File: src/rtl/seg7_disp_ctrl.sv
// ---------------------------------------------------------------------------
// seg7_disp_ctrl
//
// Job controller for a seven-segment display driver. A job either shows an
// operator symbol for a number of seconds, or counts a digit down from a
// start value once per second. One-second ticks come from an internal
// prescaler of CLK_FREQ clock cycles.
//
// Configuration macro:
//   DISP_BLINK_EN  - when defined, o_en blinks at 2 Hz while an operator
//                    symbol is shown (toggle every CLK_FREQ/4 cycles,
//                    starting high). Undefined: o_en steady, no blink logic.
//
// Parameters:
//   CLK_FREQ     - clk cycles per display second (>= 8, divisible by 4)
//
// Ports:
//   clk          - system clock, rising edge
//   rst_n        - synchronous active-low reset
//   i_req        - start request, sampled only while o_ready=1
//   i_req_type   - 0 = operator show, 1 = countdown
//   i_op_code    - operator code, latched on accept
//   i_cnt_init   - countdown start / show duration in seconds, latched
//   i_abort      - cancel the running job (no o_done pulse)
//   o_ready      - high only in IDLE
//   o_done       - one-cycle pulse on normal completion
//   o_en         - display enable
//   o_disp_mode  - 0 = operator symbol, 1 = numeric digit
//   o_op_code    - latched operator code
//   o_digit_val  - remaining countdown value
// ---------------------------------------------------------------------------
module seg7_disp_ctrl #(
    parameter int CLK_FREQ = 100000000
) (
    input  logic       clk,
    input  logic       rst_n,
    input  logic       i_req,
    input  logic       i_req_type,
    input  logic [2:0] i_op_code,
    input  logic [3:0] i_cnt_init,
    input  logic       i_abort,
    output logic       o_ready,
    output logic       o_done,
    output logic       o_en,
    output logic       o_disp_mode,
    output logic [2:0] o_op_code,
    output logic [3:0] o_digit_val
);

    localparam logic [1:0] S_IDLE    = 2'd0;
    localparam logic [1:0] S_SHOW_OP = 2'd1;
    localparam logic [1:0] S_COUNT   = 2'd2;
    localparam logic [1:0] S_DONE    = 2'd3;

    localparam int                 PRESC_W   = $clog2(CLK_FREQ);
    localparam logic [PRESC_W-1:0] PRESC_MAX = PRESC_W'(CLK_FREQ - 1);

`ifdef DISP_BLINK_EN
    localparam int                 BLINK_Q   = CLK_FREQ / 4;
    localparam int                 BLINK_W   = $clog2(BLINK_Q);
    localparam logic [BLINK_W-1:0] BLINK_MAX = BLINK_W'(BLINK_Q - 1);

    logic [BLINK_W-1:0] blink_cnt;
`endif

    logic [1:0]         state;
    logic [PRESC_W-1:0] presc;
    logic [3:0]         sec_left;   // remaining seconds of an operator show
    logic               sec_tick;
    logic               accept;

    assign sec_tick = (presc == PRESC_MAX);
    assign accept   = (state == S_IDLE) && i_req && !i_abort;

    // NOTE: every register below is written with <= so that all of them
    // update from the same pre-edge values; mixing in = would make the
    // result depend on statement order.
    always_ff @(posedge clk) begin
        if (!rst_n) begin
            state       <= S_IDLE;
            presc       <= '0;
            sec_left    <= '0;
            o_ready     <= 1'b1;
            o_done      <= 1'b0;
            o_en        <= 1'b0;
            o_disp_mode <= 1'b0;
            o_op_code   <= '0;
            o_digit_val <= '0;
`ifdef DISP_BLINK_EN
            blink_cnt   <= '0;
`endif
        end else begin
            // Free-running seconds prescaler, realigned on every accept so
            // the first second of a job is a full CLK_FREQ cycles.
            if (accept || sec_tick) begin
                presc <= '0;
            end else begin
                presc <= presc + PRESC_W'(1);
            end

            // o_done is a pulse: low unless the DONE entry below raises it.
            o_done <= 1'b0;

            case (state)
                S_IDLE: begin
                    if (accept) begin
                        o_ready   <= 1'b0;
                        o_en      <= 1'b1;
                        o_op_code <= i_op_code;
                        if (i_req_type) begin
                            state       <= S_COUNT;
                            o_disp_mode <= 1'b1;
                            o_digit_val <= i_cnt_init;
                        end else begin
                            state       <= S_SHOW_OP;
                            o_disp_mode <= 1'b0;
                            // A zero duration still shows for one second.
                            sec_left    <= (i_cnt_init == 4'd0) ? 4'd1 : i_cnt_init;
`ifdef DISP_BLINK_EN
                            blink_cnt   <= '0;
`endif
                        end
                    end
                end

                S_SHOW_OP: begin
`ifdef DISP_BLINK_EN
                    // Blink first; abort/completion below override o_en.
                    if (blink_cnt == BLINK_MAX) begin
                        blink_cnt <= '0;
                        o_en      <= ~o_en;
                    end else begin
                        blink_cnt <= blink_cnt + BLINK_W'(1);
                    end
`endif
                    if (i_abort) begin
                        state       <= S_IDLE;
                        o_ready     <= 1'b1;
                        o_en        <= 1'b0;
                        o_disp_mode <= 1'b0;
                    end else if (sec_tick) begin
                        if (sec_left == 4'd1) begin
                            state  <= S_DONE;
                            o_done <= 1'b1;
                            o_en   <= 1'b0;
                        end else begin
                            sec_left <= sec_left - 4'd1;
                        end
                    end
                end

                S_COUNT: begin
                    // Abort wins over a coincident tick.
                    if (i_abort) begin
                        state       <= S_IDLE;
                        o_ready     <= 1'b1;
                        o_en        <= 1'b0;
                        o_disp_mode <= 1'b0;
                    end else if (sec_tick) begin
                        if (o_digit_val == 4'd0) begin
                            state  <= S_DONE;
                            o_done <= 1'b1;
                            o_en   <= 1'b0;
                        end else begin
                            o_digit_val <= o_digit_val - 4'd1;
                        end
                    end
                end

                S_DONE: begin
                    // Single cycle; requests and aborts here are ignored.
                    state       <= S_IDLE;
                    o_ready     <= 1'b1;
                    o_disp_mode <= 1'b0;
                end

                default: begin
                    state   <= S_IDLE;
                    o_ready <= 1'b1;
                    o_en    <= 1'b0;
                end
            endcase
        end
    end

endmodule
File: config.mk
export PLATFORM = sky130hd
export DESIGN_NAME = seg7_disp_ctrl
export DESIGN_NICKNAME = d
export VERILOG_FILES = /design/src/rtl/seg7_disp_ctrl.sv
export SDC_FILE = /design/constraint.sdc
export NUM_CORES = 1
export LEC_CHECK = 0
export BUFFER_PORTS_ARGS = -buffer_cell sky130_fd_sc_hd__buf_2
export CORE_ASPECT_RATIO = 1.1
export CORE_UTILIZATION = 35
export DETAILED_ROUTE_END_ITERATION = 16
export GPL_ROUTABILITY_DRIVEN = 0
export HOLD_SLACK_MARGIN = 0.1
export PLACE_DENSITY = 0.63
export SYNTH_ARGS = -nofsm -noshare
export SYNTH_HDL_FRONTEND = slang
export SYNTH_SLANG_ARGS = --single-unit
File: constraint.sdc
create_clock -name clk -period 1.8 [get_ports clk]
set_clock_uncertainty 0.05 [all_clocks]
set_input_delay 0.45 -clock clk [delete_from_list [all_inputs] [get_ports clk]]
set_output_delay 0.45 -clock clk [all_outputs]
set_load 0.02 [all_outputs]
## Word-level counts from Yosys, hierarchy flattened

Cells that the tools add are included.

- Output and inout bits: 11
- Input port bits: 12
- RAM bits: 0
- Memory bits (read-only): 0
- Bits in latches: 0
- Register bits: 44
- Memories: 0
- Word-level logic and storage cells: 94

- Shift-type cells: 0
- Add/subtract/negate cells: 3
- Reductions and logical operators: 18
- Equal/unequal tests: 19
- Multipliers: 0
- Muxes and demuxes: 44
- $lt $le $gt $ge: 0
- Bitwise gates (word level): 1
- Div/mod/pow operators: 0

Operators by type and width:

| kind | count |
|---|---|
| $mux W4 | 11 |
| $add A27 B1 Y27 const B | 1 |
| $eq A27 B27 Y1 const B | 1 |
| $mux W1 | 18 |
| $ne A2 B2 Y1 const B | 9 |
| $reduce_and A6 Y1 | 3 |
| $mux W2 | 8 |
| $pmux W4 S2 | 2 |
| $ne A3 B3 Y1 const B | 4 |
| $pmux W1 S3 | 3 |
| $logic_not A4 Y1 | 2 |
| $pmux W2 S4 | 1 |
| $sub A4 B1 Y4 const B | 2 |
| $reduce_and A5 Y1 | 1 |
| $eq A2 B2 Y1 const B | 2 |
| $eq A4 B1 Y1 const B | 1 |
| $reduce_and A2 Y1 | 2 |
| $reduce_bool A2 Y1 | 2 |
| $reduce_or A2 Y1 | 2 |
| $reduce_bool A3 Y1 | 1 |
| $eq A2 B1 Y1 const B | 1 |
| $logic_and A1 B1 Y1 | 2 |
| $logic_not A2 Y1 | 1 |
| $ne A2 B1 Y1 const B | 1 |
| other kinds (4) | 4 |

## Logic depth before layout (Yosys ltp)

- Depth in word-level cells: 5
- Mapped depth: 8
- Depth with buffers taken out: 7

## Worst setup path after synthesis

OpenSTA, ideal clock, no wires.

- Kind: register -> register
- From: reg o_digit_val[0]
- To: reg state[1]
- Stages on the path, launching flop included: 8
- Arrival time: 1,833 ps
- Buffers on the path: 0
- Slack: -227 ps
- Cells stage by stage: dfxtp_1 -> inv_1 -> ha_1 -> or3b_2 -> a2bb2oi_1 -> nand4_1 -> a221oi_1 -> a311oi_1

- Word-level cells in the longest chain between the ends: 3

RTL lines:

| what | line | RTL |
|---|---|---|
| start: declaration | 47 | `output logic [3:0] o_digit_val` |
| start signal: assignment | 113 | `o_digit_val <= i_cnt_init;` |
| start signal: assignment | 165 | `o_digit_val <= o_digit_val - 4'd1;` |
| $logic_not A4 Y1 | 160 | `if (o_digit_val == 4'd0) begin` |
| $ne A3 B3 Y1 (no source line) | n/a |  |
| $reduce_and A5 Y1 (no source line) | n/a |  |
| end signal: assignment | 155 | `state <= S_IDLE;` |
| end signal: assignment | 161 | `state <= S_DONE;` |
| end signal: assignment | 172 | `state <= S_IDLE;` |
| end: declaration | 66 | `logic [1:0] state;` |

Every way passes these cells.
A chain may end at the register's enable or synchronous reset.

## Final worst setup path

- From: reg o_digit_val[0]
- To: reg state[0]

The elaborated chain is that of the path after synthesis.

==> results.sh <==
export IMPL_status="finished, violations left"
export IMPL_violations="negative setup slack"
export IMPL_fin_util_pct=51.58
export IMPL_die_x_um=79.50
export IMPL_syn_area_per_cell_sq_um=8.532
export IMPL_synth_distinct_cells=50
export IMPL_maxSlewViolCount=0
export IMPL_syn2layout_area_growth_pct=39.83
export IMPL_dp_hpwl_um=3996
export IMPL_cp_cell_sequence="inv_2 > ha_4 > or3b_4 > a2bb2oi_2 > nand4_1 > buf_4 > a311oi_2"
export IMPL_clkLatencyLatePin_ns=0.30
export IMPL_leakage_nw=1.327
export IMPL_r2r_slack_ns=-0.10
export IMPL_path_clk_slew_ns=0.09
export IMPL_netlist_area_sq_um=2312
export IMPL_via_per_inst=4.988
export IMPL_r2r_end="state[0]"
export IMPL_ios=23
export IMPL_route_detailed_drc=0
export IMPL_yosys_register_bits=44
export IMPL_syn_num_nets=292
export IMPL_synth_edf_count=0
export IMPL_cts_sinks=44
export IMPL_start_util_pct=36.89
export IMPL_port_buffers=22
export IMPL_clockBufferDepth=2
export IMPL_min_path_type="input port to flop"
export IMPL_yosysSeqAreaShare_pct=38.10
export IMPL_r2r_start="o_digit_val[0]"
export IMPL_peakVddDrop_uv=551.8
export IMPL_startpoint_type="flop"
export IMPL_overflow=0
export IMPL_r2r_cells=7
export IMPL_track_usage_pct=17.25
export IMPL_cts_hold_buffers_added=0
export IMPL_antenna_found_initial=0
export IMPL_fmax_mhz=525.4
export IMPL_coreArea_sq_um=6269
export IMPL_cp_arrival_ns=2.06
export IMPL_min_delay_path_depth=3
export IMPL_fin_cells=430
export IMPL_slowest_delay_ns=0.38
export IMPL_row_count=30
export IMPL_finalSetupViolations=4
export IMPL_drtPass1Iterations=4
export IMPL_min_delay_start="i_op_code[1]"
export IMPL_min_period_ns=1.903
export IMPL_criticalPathCategory="flop to flop"
export IMPL_powerDensity_nw_per_um2=939.2
export IMPL_cts_buffers=5
export IMPL_cp_slowest_cell="or3b_4"
export IMPL_ys_warn_count=0
export IMPL_drt_initial_drc_count=93
export IMPL_rsz0062_at_grt="true"
export IMPL_ys_dominant_reg_cell="dfxtp_1"
export IMPL_maxCapViolations=0
export IMPL_finalCritPeriodShare_pct=105.7
export IMPL_hold_path_end="o_op_code[1]"
export IMPL_nNetsFinal=370
export IMPL_htreeDepth=2
export IMPL_diodes=0
export IMPL_final_common_cell="buf_4"
export IMPL_syn_instance_count=271
export IMPL_drive_above_1_share_pct=41.43
export IMPL_async_reset_ff_share_pct=0
export IMPL_fillers=582
export IMPL_setup_ws_ns=-0.1033
export IMPL_cts_root_buf="clkbuf_8"
export IMPL_drt_total_wl_um=5637
export IMPL_finalHoldViolations=0
export IMPL_grt_max_degree=28
export IMPL_routedWlPerCell_um=13.11
export IMPL_maxSlewHeadroom_pct=74.95
export IMPL_dieArea_sq_um=6936
export IMPL_tritoncts="done"
export IMPL_power_total_mw=3.036
export IMPL_first_global_vias=2126
export IMPL_cp_max_fo=4
export IMPL_via_count=2145
export IMPL_worstPathRequired_ns=1.96
export IMPL_tightest_slew_ns=0.3734
export IMPL_grt_pass1_wl_um=9377
export IMPL_ant_nets=0
export IMPL_end_kind="flop"
export IMPL_numPlacedInstances=417
export IMPL_dieHeight_um=87.25
export IMPL_layout_common_cells="buf_4, nor2_1, dfxtp_1"
==> layout make-up <==
type	instances	area (sq um)	share of cell area [%]
clock buffers	7	86.33	2.670
clock inverters	1	7.507	0.2322
inverters	17	63.81	1.974
multi-input cells	202	1509	46.67
flip-flops and latches	44	900.9	27.86
well taps	80	100.1	3.096
repair buffers	79	565.5	17.49
==> critical path, delay by kind of cell (launching register included) <==
kind	cells	cell delay [ns]
simple gates	2	0.61
compound gates	2	0.37
flops	1	0.33
buf+inv	2	0.30
fa+ha+maj	1	0.13
==> per-layer routing <==
metal  wire [um]  up-vias  GRT usage (%)  part of all wire, %
met1        2590      985          21.83                   46
met4         108        0          7.107                  1.9
met2        2718       45          28.75                   48
li1            -     1104              -                    -
met5           0        -              0                    0
met3         220       11          3.037                  3.9
==> metrics by stage <==
stage	instance area [sq um]	setup WS [ns]	TNS (ns)	hold WS, ns
after floorplan	2345	-0.01134	-0.04763	0.3698
after global placement	2915	-0.1421	-0.8948	0.3955
after detailed placement	2915	-0.1640	-1.602	0.4030
after CTS	3108	-0.08966	-0.2756	0.3241
after global routing	3233	-0.2209	-1.548	0.3360
final	3233	-0.1033	-0.3127	0.3296
==> timing repair <==
| action | CTS | global route |
|---|---|---|
| pin swaps | 6 | 15 |
| buffers inserted | 2 | 4 |
| endpoints found under the setup margin | 38 | 39 |
| gates resized for setup | 20 | 33 |
| cloned | 0 | 0 |
==> synth_stat cells (2+ instances only) <==
cell	number	share of area (%)
a21oi_1	8	1.7
a311oi_1	2	0.76
and2_1	2	0.54
and4_1	2	0.76
buf_2	3	0.65
clkbuf_1	4	0.65
dfxtp_1	44	38
ha_1	9	4.9
inv_1	16	2.6
mux2i_1	6	2.6
nand2_1	20	3.2
nand2b_1	2	0.54
nand3_1	8	1.7
nand3b_1	2	0.65
nand4_1	11	3.0
nor2_1	45	7.3
nor2b_1	3	0.81
nor3_1	7	1.5
nor3_2	3	1.3
nor4b_1	2	0.76
o2111ai_1	4	1.5
o211ai_1	4	1.3
o21ai_0	8	1.7
or3_1	4	1.1
or3b_2	2	0.76
or4_1	3	0.97
xnor2_1	20	7.6
xor2_1	5	1.9
==> sequential cells by signal, summed over array words and instances (netlist names) <==
signal	flops
o_ready	1
o_op_code	3
state	2
o_done	1
o_en	1
o_disp_mode	1
o_digit_val	4
sec_left	4
presc	27
==> worst max-delay path by stage <==
stage	slack, ns	depth (start not counted)	endpoint	start
finish	-0.10	7	state[0]	o_digit_val[0]
global route	-0.22	7	o_en	o_digit_val[0]
CTS	-0.09	7	state[0]	o_digit_val[0]
detailed placement	-0.16	7	o_en	o_digit_val[1]
global placement	-0.14	6	sec_left[1]	i_abort
floorplan	-0.01	5	sec_left[3]	i_abort
==> cells by family after synthesis <==
logic type / count (synthesis) / synth area share [%]
simple gates: 126 / 29.71
flops: 44 / 38.10
compound gates: 36 / 10.72
xor+xnor: 25 / 9.470
buf+inv: 25 / 4.545
fa+ha+maj: 9 / 4.870
mux: 6 / 2.598
==> power breakdown <==
| group | internal [mW] | switching [mW] | leakage [nW] |
|---|---|---|---|
| Sequential | 1.06 | 0.0599 | 0.364 |
| Combinational | 0.585 | 0.677 | 0.918 |
| Clock | 0.312 | 0.340 | 0.0445 |
| Total | 1.96 | 1.08 | 1.33 |
Note: power is estimated with default switching activity, not from simulation.
